--- src/rtl/alu_rf_sequencer.sv ---
// Sequencer for the ALU + register-file datapath: accepts MIPS R-type/BEQ words and drives the datapath.
// Defining ALU_SEQ_RETIRE_CNT_EN adds the retire_cnt output (successful responses counter).
module alu_rf_sequencer #(
  parameter bit         WB_DISABLE_R0 = 1'b1,
  parameter logic [5:0] BEQ_OPCODE    = 6'h04
) (
  input  logic        clk,
  input  logic        rst,
  input  logic        in_valid,
  output logic        in_ready,
  input  logic [31:0] in_instr,
  output logic [4:0]  Read1,
  output logic [4:0]  Read2,
  output logic [3:0]  FuncCode,
  output logic [1:0]  ALUOp,
  output logic [4:0]  WriteReg,
  output logic [1:0]  RegWrite,
  output logic [31:0] WriteData,
  input  logic [31:0] ALUOut,
  input  logic [1:0]  Zero,
  output logic        out_valid,
  input  logic        out_ready,
  output logic [31:0] out_data,
  output logic        out_zero,
  output logic        out_err
`ifdef ALU_SEQ_RETIRE_CNT_EN
  ,
  output logic [31:0] retire_cnt
`endif
);

  typedef enum logic [2:0] {IDLE, ISSUE, EXEC, WB, RESP} state_t;

  state_t     state, state_nxt;
  logic [4:0] rd_q;
  logic       wb_en;
  logic       err;
  logic [5:0] op;
  logic       unused_bits;

  assign op          = in_instr[31:26];
  assign unused_bits = ^{in_instr[10:4], Zero[1]};
  assign out_data    = WriteData;
  assign out_err     = err;

  always_ff @(posedge clk) begin
    if (rst) state <= IDLE;
    else     state <= state_nxt;
  end

  always_comb begin
    state_nxt = state;
    case (state)
      IDLE:    if (in_valid) state_nxt = ISSUE;
      ISSUE:   state_nxt = err ? RESP : EXEC;
      EXEC:    state_nxt = WB;
      WB:      state_nxt = RESP;
      RESP:    if (out_ready) state_nxt = IDLE;
      default: state_nxt = IDLE;
    endcase
  end

  always_comb begin
    in_ready  = (state == IDLE);
    out_valid = (state == RESP);
    RegWrite  = (state == WB && wb_en) ? 2'b01 : 2'b00;
    WriteReg  = (state == WB) ? rd_q : 5'd0;
  end

  // Decode happens at the accept edge so the datapath sees stable operands for all of ISSUE and EXEC.
  always_ff @(posedge clk) begin
    if (rst) begin
      Read1     <= '0;
      Read2     <= '0;
      FuncCode  <= '0;
      ALUOp     <= '0;
      rd_q      <= '0;
      wb_en     <= 1'b0;
      err       <= 1'b0;
      WriteData <= '0;
      out_zero  <= 1'b0;
    end else begin
      case (state)
        IDLE: if (in_valid) begin
          Read1     <= in_instr[25:21];
          Read2     <= in_instr[20:16];
          FuncCode  <= in_instr[3:0];
          rd_q      <= in_instr[15:11];
          WriteData <= '0;
          out_zero  <= 1'b0;
          if (op == 6'd0) begin
            ALUOp <= 2'b10;
            err   <= 1'b0;
            wb_en <= !(WB_DISABLE_R0 && in_instr[15:11] == 5'd0);
          end else if (op == BEQ_OPCODE) begin
            ALUOp <= 2'b01;
            err   <= 1'b0;
            wb_en <= 1'b0;
          end else begin
            ALUOp <= 2'b00;
            err   <= 1'b1;
            wb_en <= 1'b0;
          end
        end
        EXEC: begin
          WriteData <= ALUOut;
          out_zero  <= Zero[0];
        end
        RESP: if (out_ready) begin
          Read1    <= '0;
          Read2    <= '0;
          FuncCode <= '0;
          ALUOp    <= '0;
        end
        default: ;
      endcase
    end
  end

`ifdef ALU_SEQ_RETIRE_CNT_EN
  always_ff @(posedge clk) begin
    if (rst)                                    retire_cnt <= '0;
    else if (state == RESP && out_ready && !err) retire_cnt <= retire_cnt + 32'd1;
  end
`endif

endmodule

--- config.mk ---
export PLATFORM = sky130hd
export DESIGN_NAME = alu_rf_sequencer
export DESIGN_NICKNAME = d
export VERILOG_FILES = /design/src/rtl/alu_rf_sequencer.sv
export SDC_FILE = /design/constraint.sdc
export NUM_CORES = 1
export LEC_CHECK = 0
export CAP_MARGIN = 10
export CORE_MARGIN = 3
export CORE_UTILIZATION = 36
export CTS_CLUSTER_DIAMETER = 40
export CTS_CLUSTER_SIZE = 16
export DETAILED_ROUTE_END_ITERATION = 6
export PLACE_DENSITY = 0.8
export SLEW_MARGIN = 30
export SYNTH_ARGS = -nofsm -noshare
export SYNTH_HDL_FRONTEND = slang
export SYNTH_SLANG_ARGS = --single-unit
--- constraint.sdc ---
create_clock -name clk -period 1.7 [get_ports clk]
set_input_delay 0.34 -clock clk [delete_from_list [all_inputs] [get_ports clk]]
set_output_delay 0.34 -clock clk [all_outputs]
set_load 0.05 [all_outputs]
---- After elaboration in Yosys (flattened, before gate mapping) ----
Cells that the tools add are included.
storage, ports and cells
  logic and storage cells ................. 54
  flip-flop bits (word level) ............. 59
  bits of input ports ..................... 70
cells by class
  equality and inequality tests ........... 7
  muxes and demuxes ....................... 26
  reduce and logical (&&, ||, !) cells .... 11
operators by type and width
  cell                  count
  $pmux W32 S2          1
  $mux W32              1
  $mux W5               4
  $pmux W5 S2           2
  $pmux W3 S5           1
  $mux W3               3
  $mux W4               2
  $pmux W4 S2           1
  $eq A3 B2 Y1 const B  2
  $eq A6 B3 Y1 const B  1
  $logic_not A6 Y1      1
  $mux W1               6
  $mux W2               3
  $reduce_and A2 Y1     3
  $logic_not A5 Y1      1
  $pmux W2 S2           1
  $reduce_bool A2 Y1    2
  $eq A3 B1 Y1 const B  1
  $eq A3 B3 Y1 const B  1
  $logic_not A3 Y1      1
  $reduce_and A3 Y1     1
  $ne A2 B1 Y1 const B  1
  $ne A2 B2 Y1 const B  1
  $pmux W1 S2           1
  other kinds (2)       2

---- Depth between registers and ports, before layout ----
Gate-level depths: netlist (run 1).
  word-level depth ........................ 5
  gate-level depth with buffers ........... 6
  mapped depth without buffers ............ 3

---- Worst setup path after synthesis (run 1) ----
No wires, ideal clock.
  path type ............................... register to output
  start point ............................. register state[0]
  end point ............................... output out_valid
  setup slack ............................. -0.303 ns
  path buffers ............................ 1
  data arrival time ....................... 1.663 ns
  stages on the path, launching flop included .. 3
  path through ............................ dfxtp_1 buf_2 nor3b_1
between the ends
  longest elaborated chain between the ends .. 1
ends and longest elaborated chain
  element                 line  source
  from (decl)             34    state_t state, state_nxt;
  from (signal assigned)  48    else state <= state_nxt;
  $eq A3 B3 Y1            65    out_valid = (state == RESP);
  to (decl)               21    output logic out_valid,
No other way between the ends.

---- Worst setup path in the final report (run 1) ----
  start point ............................. register state[2]
  end point ............................... output WriteReg[0]
between the ends
  longest elaborated chain between the ends .. 2
ends and longest elaborated chain
  element       line  source
  $eq A3 B2 Y1  67    WriteReg = (state == WB) ? rd_q : 5'd0;
  $mux W5       67
  to (decl)     16    output logic [4:0] WriteReg,
No other way between the ends.

==> results.txt, run 1 <==
The area growth from synthesis to layout is 58.35%. The flow ran to the end, and the final reports show no timing, DRC or antenna violations. Dividing the detail-routed wire length by the instance count gives 14.03 um. The number of different library cells used by synthesis comes to 27. The vertical die dimension came out at 89.73 um. The area of the die is 8051 um^2. The critical path required time was 1.36 ns; the global placement routability congestion was 0.7651.

The logs give 584 for the fill cell instance count of the final layout and 46.80% for the sequential fraction of the synthesis area. Setup repair after global routing could not meet its margin everywhere. Setup violations remaining at the end of the flow were counted as 0. The H-tree was split into 3 levels. At the pin with the least slew margin, the transition time is 0.5085 ns. TritonCTS built the clock tree.

The logs give 5360 um for the sum of net half-perimeters after detailed placement and 29 for the number of cell rows. Global routing used 6.511% of the available met3 tracks. The startpoint identified for the worst hold timing path is rst. The detail-routed via count per cell was 4.761; the number of maximum-capacitance constraint violations was 0. The final hold slack was 0.4391 ns; the number of antenna violations at the first check in global routing was 0.

The clock-pin slew of the registers on the worst-case setup and hold paths is 0.06 ns. The number of routed nets with antenna violations was 0. The main flop type after synthesis is dfxtp_1. The worst register-to-register path begins at state[2]$_SDFFE_PP0P_.

The tools report the max-slew violation count as 0. Synthesis produced a netlist with a net count of 378. The final period demand of the worst path came out at 1.640 ns. The leakage power figure is 1.651 nW, and the fraction of synthesis flops using an asynchronous set or reset pin is 0%. The final layout contains 496 nets. After synthesis the cells add up to 2524 um^2.

The critical path goes through and3b_2 > and2_1 > buf_12. Clock root buffer: clkbuf_8. The run gives 7351 um as the total detailed-routing wirelength.

met2 is the most crowded layer. Buffers placed on the I/O ports in this run total 151. For this run, the slowest stage of the critical path takes 0.36 ns. The post-layout utilization of the core is 60.85%.

The run gives 0 as the final hold violation count. Headroom to the max-slew limit came out at 66.10%. The initial utilization of the core area, before any placement, comes to 38.43%. Entering global routing, the biggest net connects 39 pins.

Dividing the final minimum period by the clock period gives 96.45%. The start-to-end type of the worst setup path was reg -> out. After synthesis, the cell types taking the most area are dfxtp_1 (47%), buf_4 (10%), a21oi_1 (9.9%), o21ai_0 (9.9%), nand2_1 (7.0%).

The post-cts hold buffer count is 0, and the width of the die is 89.73 um. The setup slack after placement is -0.03334 ns, and the total instance count after detailed placement is 506. Excluding fillers, the count of instances in the completed layout stands at 524.

The maximum clock frequency was 0.6099 GHz. During I/O placement, the number of pins put on the boundary was 161. Ranked by instance count, the synthesized netlist is headed by dfxtp_1 (59), a21oi_1 (50), o21ai_0 (50).

IR analysis of the VDD net gives a maximum drop of 775.1 uV. For the antenna cell count, the log shows 0. For the final database, setup skew stands at 0.005969 ns.

For this run, the number of Yosys warnings is 0. The post-synthesis sequential element count was 59. The clock reaches the later pin of the worst-skew pair after 0.33 ns.

The via count of the first global-routing pass came out at 2408. In this run the deepest clock path goes through 2 buffers. The endpoint type of the worst setup path is a primary output. Highest fanout seen on the critical path: 6. dfxtp_1 is the most common cell in the netlist. Counting flops with a built-in enable in the synthesized netlist gives 0. The critical path launch point type was a register.

The fraction of synthesized cell area taken by the top area cell type came out at 46.80%. The biggest area contributor in the post-synthesis netlist is dfxtp_1. For this block, the via count after detailed routing is 2495. After detailed routing, the number of remaining DRC violations is 0. The number of buffer and inverter instances along the worst setup path was 1; the gate count of the mapped netlist was 308. On the critical path the largest part of the delay comes from simple AND/OR/NAND/NOR gates.

The logs give 12090 um for the wire length of the first global-routing pass and 6568 um^2 for the core outline area. Final critical-path setup slack: 0.06037 ns. In this run the power density over the cells is 907.7 nW/um^2. The slowest stage of the critical path is the dfxtp_4 cell.

In this run, the number of DRC markers left after iteration 0 of detailed routing was 57. The synthesized area per cell came out at 8.194 um^2. Global routing used 31.02% of the available met2 tracks. The met1 routing resource usage after global routing is 21.86%. The first TritonRoute pass finished after 4 iterations. The tree built by TritonCTS fans out to 59 sinks.

The critical path starts at state[2]$_SDFFE_PP0P_. Global routing consumed, over all layers together, 18.38% of the routing resources. Worst hold path class: in -> reg. The tools report the number of clock buffers inserted by TritonCTS as 9.

The remaining global-route overflow was 0; the share of post-route cells with drive strength above 1 was 29.23%. The tools report the endpoint arrival time on the critical path as 1.30 ns.
-- worst reg2reg max path: stages (launching register included) --
cell and delay, ns:
dfxtp_4 0.36, buf_4 0.14, nor4b_4 0.33, buf_12 0.21, mux2i_1 0.23, nor2_1 0.05
-- timing repair --
action                                  CTS  global route
resized for setup                         3             0
endpoints found under the setup margin    8             6
buffers inserted                          2             0
-- path summary, 6_finish.rpt --
check                          end  slack (ns)  cells past startpoint
min reg2reg  out_zero$_SDFFE_PP0P_        0.47                      2
max                    WriteReg[0]        0.06                      3
max reg2reg   rd_q[2]$_SDFFE_PP0P_        0.25                      5
min           rd_q[1]$_SDFFE_PP0P_        0.44                      2
-- cells in the final DEF (no fill, tap or decap), types with 2 or more instances in the layout --
cell type        Yosys  layout
buf_12               0      11
inv_1                3       3
buf_4               34      93
nand4_1              2       2
clkbuf_1            17       3
clkbuf_8             0      11
nand2_1             47      47
nor3_1               2       2
dfxtp_1             59      58
a21oi_1             50      50
nor2_1              10       8
or2_1                2       2
clkinv_2             0       2
o21ai_0             50      50
mux2i_1              7       7
and2_1               6       6
clkdlybuf4s50_1      0      60
-- flip-flops by register name (all words and copies together) (netlist names) --
register and cells:
WriteData 32, Read1 5, Read2 5, rd_q 5, FuncCode 4, state 3
ALUOp 2, out_err 1, out_zero 1, wb_en 1
-- metal layers --
layer,up-vias,wire [um]
met3,7,676
met5,-,0
met4,0,69
met2,126,3564
li1,1243,-
met1,1119,3041
-- power by group --
group	switching [mW]	internal, mW
Combinational	0.626	0.379
Clock	0.511	0.605
Sequential	0.0458	1.46
Total	1.18	2.44
-- cell type report --
type,count,area (um^2),share of cell area [%]
clock buffers,14,162.7,4.070
clock inverters,2,10.01,0.2505
inverters,3,11.26,0.2818
multi-input cells,188,987.2,24.70
flip-flops and latches,59,1185,29.65
well taps,93,116.4,2.912
repair buffers,165,1524,38.13
-- per-stage QoR --
stage / instance area [um^2] / total power [mW] / setup TNS, ns
finish: 3996 / 3.627 / 0
global route: 3996 / 3.795 / -0.03228
CTS: 3996 / 3.679 / 0
detailed placement: 3804 / 2.545 / -0.03719
global placement: 3804 / 2.529 / 0
floorplan: 2536 / 2.176 / 0
-- cell families after synthesis --
logic type	synth area share, %
compound gates	20.53
buf+inv	14.97
flops	46.80
mux	2.777
other cells	0.1486
simple gates	14.77
Note: power is estimated with default switching activity, not from simulation.
==> inputs of run 2 (changes only) <==
Settings changed: CORE_UTILIZATION 36 to 33, PLACE_DENSITY 0.8 to 0.77.
Clock period 1.7 ns to 1.41 ns, I/O delays scaled along.
==> run 2 against run 1 <==
Against the previous run: the run now ends with negative setup slack left; cell count grew 4.8%; sequential cell count is the same; critical path type unchanged; non-clock buffer count grew 20; worst setup slack lost 0.24 ns; clock-buffer cell count shrank 1; routed wire length grew 35%; final area grew 43%; clock power grew 38%; sequential power grew 25%; clock skew grew 0.0011 ns.
==> results.txt, run 2 (synthesis gave the netlist of run 1 again) <==
The flow ran to the end, but the final reports show violations. The checks that failed: negative setup slack. The logs give 59 (unchanged) for the number of sinks handled by clock tree synthesis and 0.7349 (-3.9%) for the global placement routability congestion. The detailed-route wire length per cell was 18.03 um (+29%); the layout-stage area growth over the synthesis result was 127.0%.

The number of antenna violations at the first check in global routing is 0 (unchanged), and the total via count after detailed routing is 2755 (+10%). The setup path with the least slack is of type reg -> out. The vertical die dimension came out at 93.45 um (+4.2%). The post-cts hold buffer count came out at 0 (unchanged).

The logs give 13420 um (+11%) for the wire length of the first global-routing pass and 0.6292 GHz for the maximum clock frequency. The tools report the total length of routed met3 wires as 768 um (+14%). The insertion delay of the later-clocked pin in the worst-skew pair came out at 0.33 ns (about the same).

The number of search-and-repair iterations in the first detailed-routing pass was 4 (unchanged); the number of placed I/O pins was 161 (unchanged). Share of post-route cells with drive strength above 1: 50.89% (+22 points). The power per cell area came out at 918.4 nW/um^2 (+1.2%). The logs give 0.3855 ns (-0.05355 ns) for the final hold slack and 0 (unchanged) for the final hold violation count. The logs give 59 (+59) for the setup-violating endpoint count in the final report and 0 (unchanged) for the max-slew violation count. The clock-pin slew of the registers on the worst-case setup and hold paths was 0.07 ns (about the same). The endpoint type of the worst setup path is a primary output. The logs give 35 (-10%) for the largest net degree at the start of global routing and 78.15% (+17 points) for the post-layout utilization of the core. The run gives -0.1794 ns (-0.2398 ns) as the final critical-path setup slack.

The non-filler instance count after layout is 549 (+4.8%). The peak supply drop was 516.7 uV (-33%); the area of the die was 8733 um^2 (+8.5%). For the routed length on met2, the log shows 5335 um (+50%). The register with the most flip-flops in the final layout is WriteData. The final period demand of the worst path is 1.589 ns, and the core outline area is 7331 um^2 (+12%). STA classifies the critical path startpoint as a register. The highest fanout seen on the critical path is 6 (unchanged).

The commonest non-fill, non-tap cell in the layout is buf_12. TritonCTS built the clock tree. The clock tree buffer depth came out at 2 (unchanged). The tools report the violation count after the first detailed-routing iteration as 60 (+5.3%).

The run gives 9900 um (+35%) as the total detailed-routing wirelength. For the number of levels the H-tree was split into, the log shows 3 (unchanged). Critical path required time: 1.13 ns (-0.23 ns). Setup repair after global routing could not meet its margin everywhere.

The number of cell rows was 31 (+6.9%). The initial cell density of the core was 34.43% (-4.0 points); the overall routing resource usage was 19.62% (+1.2 points). The library cells used most frequently in the layout, excluding fill and tap cells, are buf_12 (95), clkdlybuf4s50_1 (60), dfxtp_1 (56), o21ai_0 (49), a21oi_2 (38). In the finished design, the share of the clock period the worst path needs comes to 112.7%. Flip-flop count of the largest register, all copies and words added: 32 (unchanged).

The run gives 0 (unchanged) as the detailed-route DRC error count. Detail-routed via count per cell: 5.018 (+5.4%). The tree is rooted in a clkbuf_8. The highest metal layer used by the detailed router is met4.

The tools report the endpoint arrival time on the critical path as 1.31 ns (about the same). For the number of maximum-capacitance constraint violations, the log shows 0 (unchanged). For the via count of the first global-routing pass, the log shows 2748 (+14%). The number of nets in the final layout came out at 516 (+4.0%). The min-delay analysis places its worst path in the category in -> reg. The leakage power figure is 2.267 nW (+37%), and the total routed wire length on the met1 layer is 3599 um (+18%). The logs give 9 (unchanged) for the number of clock buffers inserted by TritonCTS and 0 (unchanged) for the number of routed nets with antenna violations. The tools report the clock tree skew after final layout as 0.007115 ns (+0.001146 ns). The sum of net half-perimeters after detailed placement is 6484 um (+21%), and the count of input and output buffers is 151 (unchanged). The power consumption was 5.262 mW (+45%); the total instance count after detailed placement was 517 (+2.2%). The remaining global-route overflow was 0 (unchanged). The antenna cell count is 0 (unchanged), and the width of the die is 93.45 um (+4.2%).

The setup TNS after final layout came out at -6.062 ns (-6.062 ns).
==> run 2: per-stage QoR <==
| stage | setup slack, ns | area (um^2) |
|---|---|---|
| after CTS | -0.1796 | 5156 |
| final | -0.1794 | 5729 |
| after floorplan | -0.05512 | 2551 |
| after global routing | -0.2304 | 5729 |
| after global placement | -0.2013 | 4876 |
| after detailed placement | -0.2180 | 4876 |
==> run 2: final timing paths <==
check,depth (start not counted),start,endpoint,slack (ns)
worst min-delay path,2,rst,ALUOp[1]$_SDFFE_PP0P_,0.39
worst max register to register,7,state[2]$_SDFFE_PP0P_,rd_q[1]$_SDFFE_PP0P_,-0.15
worst max-delay path,3,state[2]$_SDFFE_PP0P_,WriteReg[3],-0.18
worst min register to register,2,wb_en$_SDFFE_PP0P_,wb_en$_SDFFE_PP0P_,0.49
==> run 2: power by group <==
group	leakage (nW)	switching [mW]	internal, mW
Combinational	1.69	0.921	0.905
Clock	0.0995	0.652	0.903
Sequential	0.482	0.122	1.76
Total	2.27	1.69	3.57
==> run 2: repair_timing <==
| item | CTS | global route |
|---|---|---|
| gates cloned | 0 | 5 |
| gates resized for setup | 16 | 114 |
| setup endpoints to repair | 8 | 58 |
| setup buffers | 6 | 7 |
| pin swaps | 8 | 44 |
| endpoints found under the hold margin | 0 | 0 |
==> run 2: layout make-up <==
| class | instances | area, um^2 |
|---|---|---|
| clock buffers | 13 | 158.9 |
| clock inverters | 2 | 35.03 |
| fillers | 433 | 1602 |
| inverters | 3 | 11.26 |
| multi-input cells | 188 | 1381 |
| flip-flops and latches | 59 | 1190 |
| well taps | 99 | 123.9 |
| repair buffers | 185 | 2829 |
==> run 2: worst max-delay path, stage by stage (launching register included) <==
cell     delay, ns
dfxtp_4       0.36
and3b_2       0.31
and2_4        0.18
buf_12        0.13
==> run 2: layer usage <==
metal	vias to the layer above	track usage (%)
met5	-	0
met4	0	8.059
met3	18	5.792
met2	130	35.38
met1	1331	21.23
li1	1276	-
==> inputs of run 3 (changes only) <==
Settings changed: ABC_AREA set to 0, MAX_ROUTING_LAYER set to met4.
==> run 3 against run 2 <==
Against the previous run: the run still ends with negative setup slack left; die area did not move; clock power hardly changed; worst setup slack got worse by 0.0013 ns; largest cell class unchanged; utilization is the same; critical path depth did not move; routed wire length fell by 0.24%.
==> results.txt, run 3 (synthesis gave the netlist of run 1 again) <==
The clock-pin slew of the registers on the worst-case setup and hold paths works out to 0.07 ns (about the same). The highest fanout seen on the critical path was 6 (unchanged). The tools report the detailed-route DRC error count as 0 (unchanged). The run gives 9876 um (-0.24%) as the total detailed-routing wirelength. The final reports fail on negative setup slack. The tools report the via count of the first global-routing pass as 2761 (+0.47%). STA classifies the critical path endpoint as a primary output. Final hold slack: 0.3822 ns (-0.003293 ns). The count of input and output buffers was 151 (unchanged); the final hold violation count was 0 (unchanged).

Global placement routability congestion: 0.7439 (+1.2%). In this run the critical register-to-register path is captured at rd_q[3]$_SDFFE_PP0P_. The power consumption came out at 5.260 mW (about the same). The worst setup path is of the reg -> out kind.

The initial cell density of the core is 34.43% (unchanged), and the highest cell delay on the worst timing path is 0.36 ns (about the same). The flip-flop count of the largest register, all copies and words added was 32 (unchanged). Setup repair after global routing could not meet its margin everywhere. The setup slack after placement was -0.2180 ns (unchanged); the number of antenna violations at the first check in global routing was 0 (unchanged). TritonCTS built the clock tree. The width of the die is 93.45 um (unchanged), and the instance count on the critical path is 3 (unchanged).

The run gives 1.13 ns (about the same) as the critical path required time. The cell sitting at the root of the clock tree is a clkbuf_8. The run gives 1381 um^2 (unchanged) as the multi-input logic area.

The logs give 8733 um^2 (unchanged) for the area of the die and 13350 um (-0.51%) for the wire length of the first global-routing pass. Ranked by flip-flop count, first place goes to WriteData. Walking the worst path, the cells encountered are and3b_2 > and2_4 > buf_12. The number of levels the H-tree was split into is 3 (unchanged), and the number of routed nets with antenna violations is 0 (unchanged). The tools report the violation count after the first detailed-routing iteration as 63 (+5.0%). The logic depth of the worst register-to-register path came out at 7 (unchanged). The run gives 59 (unchanged) as the setup-violating endpoint count in the final report. In this run the worst hold path is classified as in -> reg. The sum of net half-perimeters after detailed placement came out at 6484 um (unchanged). The startpoint identified for the worst register-to-register timing path is state[2]$_SDFFE_PP0P_. Vertical die dimension: 93.45 um (unchanged). The run finished, with violations left.

The detail-routed via count per cell came out at 4.985 (-0.65%). Critical path launch point type: a register. For the fill cell instance count of the final layout, the log shows 433 (unchanged). The final period demand of the worst path was 1.591 ns (+0.001305 ns). End of the critical path: WriteReg[0]. The insertion delay of the later-clocked pin in the worst-skew pair was 0.33 ns (about the same). The endpoint arrival time on the critical path is 1.31 ns (about the same), and the peak supply drop is 513.2 uV (-0.68%). The tools report the remaining global-route overflow as 0 (unchanged). The final cycle utilization of the critical path is 112.8% (about the same). For the number of sinks handled by clock tree synthesis, the log shows 59 (unchanged).

The power per cell area came out at 918.1 nW/um^2 (about the same). The number of clock buffers inserted by TritonCTS was 9 (unchanged); the largest net degree at the start of global routing was 35 (unchanged). The clock tree skew after final layout is 0.008965 ns (+0.001850 ns).

For the max-slew violation count, the log shows 0 (unchanged). The maximum clock frequency was 0.6287 GHz (about the same). The run gives 4 (unchanged) as the number of search-and-repair iterations in the first detailed-routing pass. The layout-stage area growth over the synthesis result was 127.0% (unchanged). The number of nets in the final layout came out at 516 (unchanged). Total via count after detailed routing: 2737 (-0.65%). The detailed-route wire length per cell came out at 17.99 um (-0.24%). The run gives 7331 um^2 (unchanged) as the core outline area. In the layout the commonest cells are buf_12 (95), clkdlybuf4s50_1 (60), dfxtp_1 (56), o21ai_0 (49), a21oi_2 (38).

The commonest non-fill, non-tap cell in the layout is buf_12. The number of buffer and inverter instances along the worst setup path was 1 (unchanged). The tools report the number of placed I/O pins as 161 (unchanged). The slack of the worst reg-to-reg path came out at -0.15 ns (about the same). The startpoint of the worst setup timing path is state[2]$_SDFFE_PP0P_.

The number of maximum-capacitance constraint violations is 0 (unchanged). The tools report the total area of sequential cells as 1190 um^2 (unchanged). The cell family contributing the most delay on the critical path is simple AND/OR/NAND/NOR gates. The run gives 20.11% (+0.50 points) as the overall routing resource usage.

The slowest stage of the critical path belongs to the cell dfxtp_4. The share of post-route cells with drive strength above 1 is 50.89% (unchanged). The antenna cell count was 0 (unchanged); the number of cell rows was 31 (unchanged).

The leakage power figure is 2.267 nW (unchanged). The final critical-path setup slack is -0.1807 ns (-0.001305 ns). The clock tree buffer depth came out at 2 (unchanged).
==> run 3: worst min path at each step <==
stage / to / slack [ns] / startpoint / cells past startpoint
after detailed placement: rd_q[3]$_SDFFE_PP0P_ / 0.48 / rd_q[3]$_SDFFE_PP0P_ / 2
after global placement: wb_en$_SDFFE_PP0P_ / 0.46 / wb_en$_SDFFE_PP0P_ / 2
final: ALUOp[1]$_SDFFE_PP0P_ / 0.38 / rst / 2
after CTS: WriteData[9]$_SDFFE_PP0P_ / 0.36 / rst / 2
after floorplan: FuncCode[0]$_SDFFE_PP0P_ / 0.42 / in_instr[0] / 2
after global routing: Read1[2]$_SDFFE_PP0P_ / 0.38 / rst / 2
==> run 3: stage by stage <==
stage | utilization [%] | instance area, um^2 | instances | setup TNS (ns)
after global placement | 66.51 | 4876 | 517 | -4.152
after global routing | 78.15 | 5729 | 549 | -9.356
after floorplan | - | 2551 | 308 | -0.2403
after detailed placement | 66.51 | 4876 | 517 | -7.697
final | 78.15 | 5729 | 549 | -6.111
after CTS | 70.34 | 5156 | 538 | -1.275
==> run 3: metal layers <==
| metal | wire length, um | GRT usage (%) | vias up |
|---|---|---|---|
| met2 | 5355 | 35.32 | 119 |
| li1 | - | - | 1279 |
| met4 | 187 | 8.425 | 0 |
| met3 | 628 | 4.103 | 18 |
| met5 | 0 | - | - |
| met1 | 3706 | 22.08 | 1321 |
==> run 3: what timing repair did <==
item / CTS / global route
hold buffers: 0 / 0
pin swaps: 8 / 44
buffers inserted: 6 / 7
hold endpoints to repair: 0 / 0
cloned: 0 / 5
endpoints found under the setup margin: 8 / 58
gates resized for setup: 16 / 114
==> run 3: final cells by class <==
cell class	count	area share (%)
Timing Repair Buffer	185	49.38
Inverter	3	0.1965
Clock buffer	13	2.774
Tap cell	99	2.162
Multi-Input combinational cell	188	24.11
Sequential cell	59	20.77
Clock inverter	2	0.6115
==> run 3: worst register-to-register path: stages (launching register included) <==
cell and delay (ns):
dfxtp_4 0.36, buf_4 0.13, buf_6 0.11, nor4b_4 0.28, buf_6 0.17, buf_12 0.13
mux2i_2 0.21, nor2_1 0.07
==> run 3: report_power, final <==
| group | internal, mW | switching [mW] | leakage [nW] | total, mW |
|---|---|---|---|---|
| logic | 0.905 | 0.919 | 1.69 | 1.82 |
| registers | 1.76 | 0.122 | 0.482 | 1.88 |
| clock network | 0.903 | 0.652 | 0.0995 | 1.56 |
| total | 3.57 | 1.69 | 2.27 | 5.26 |
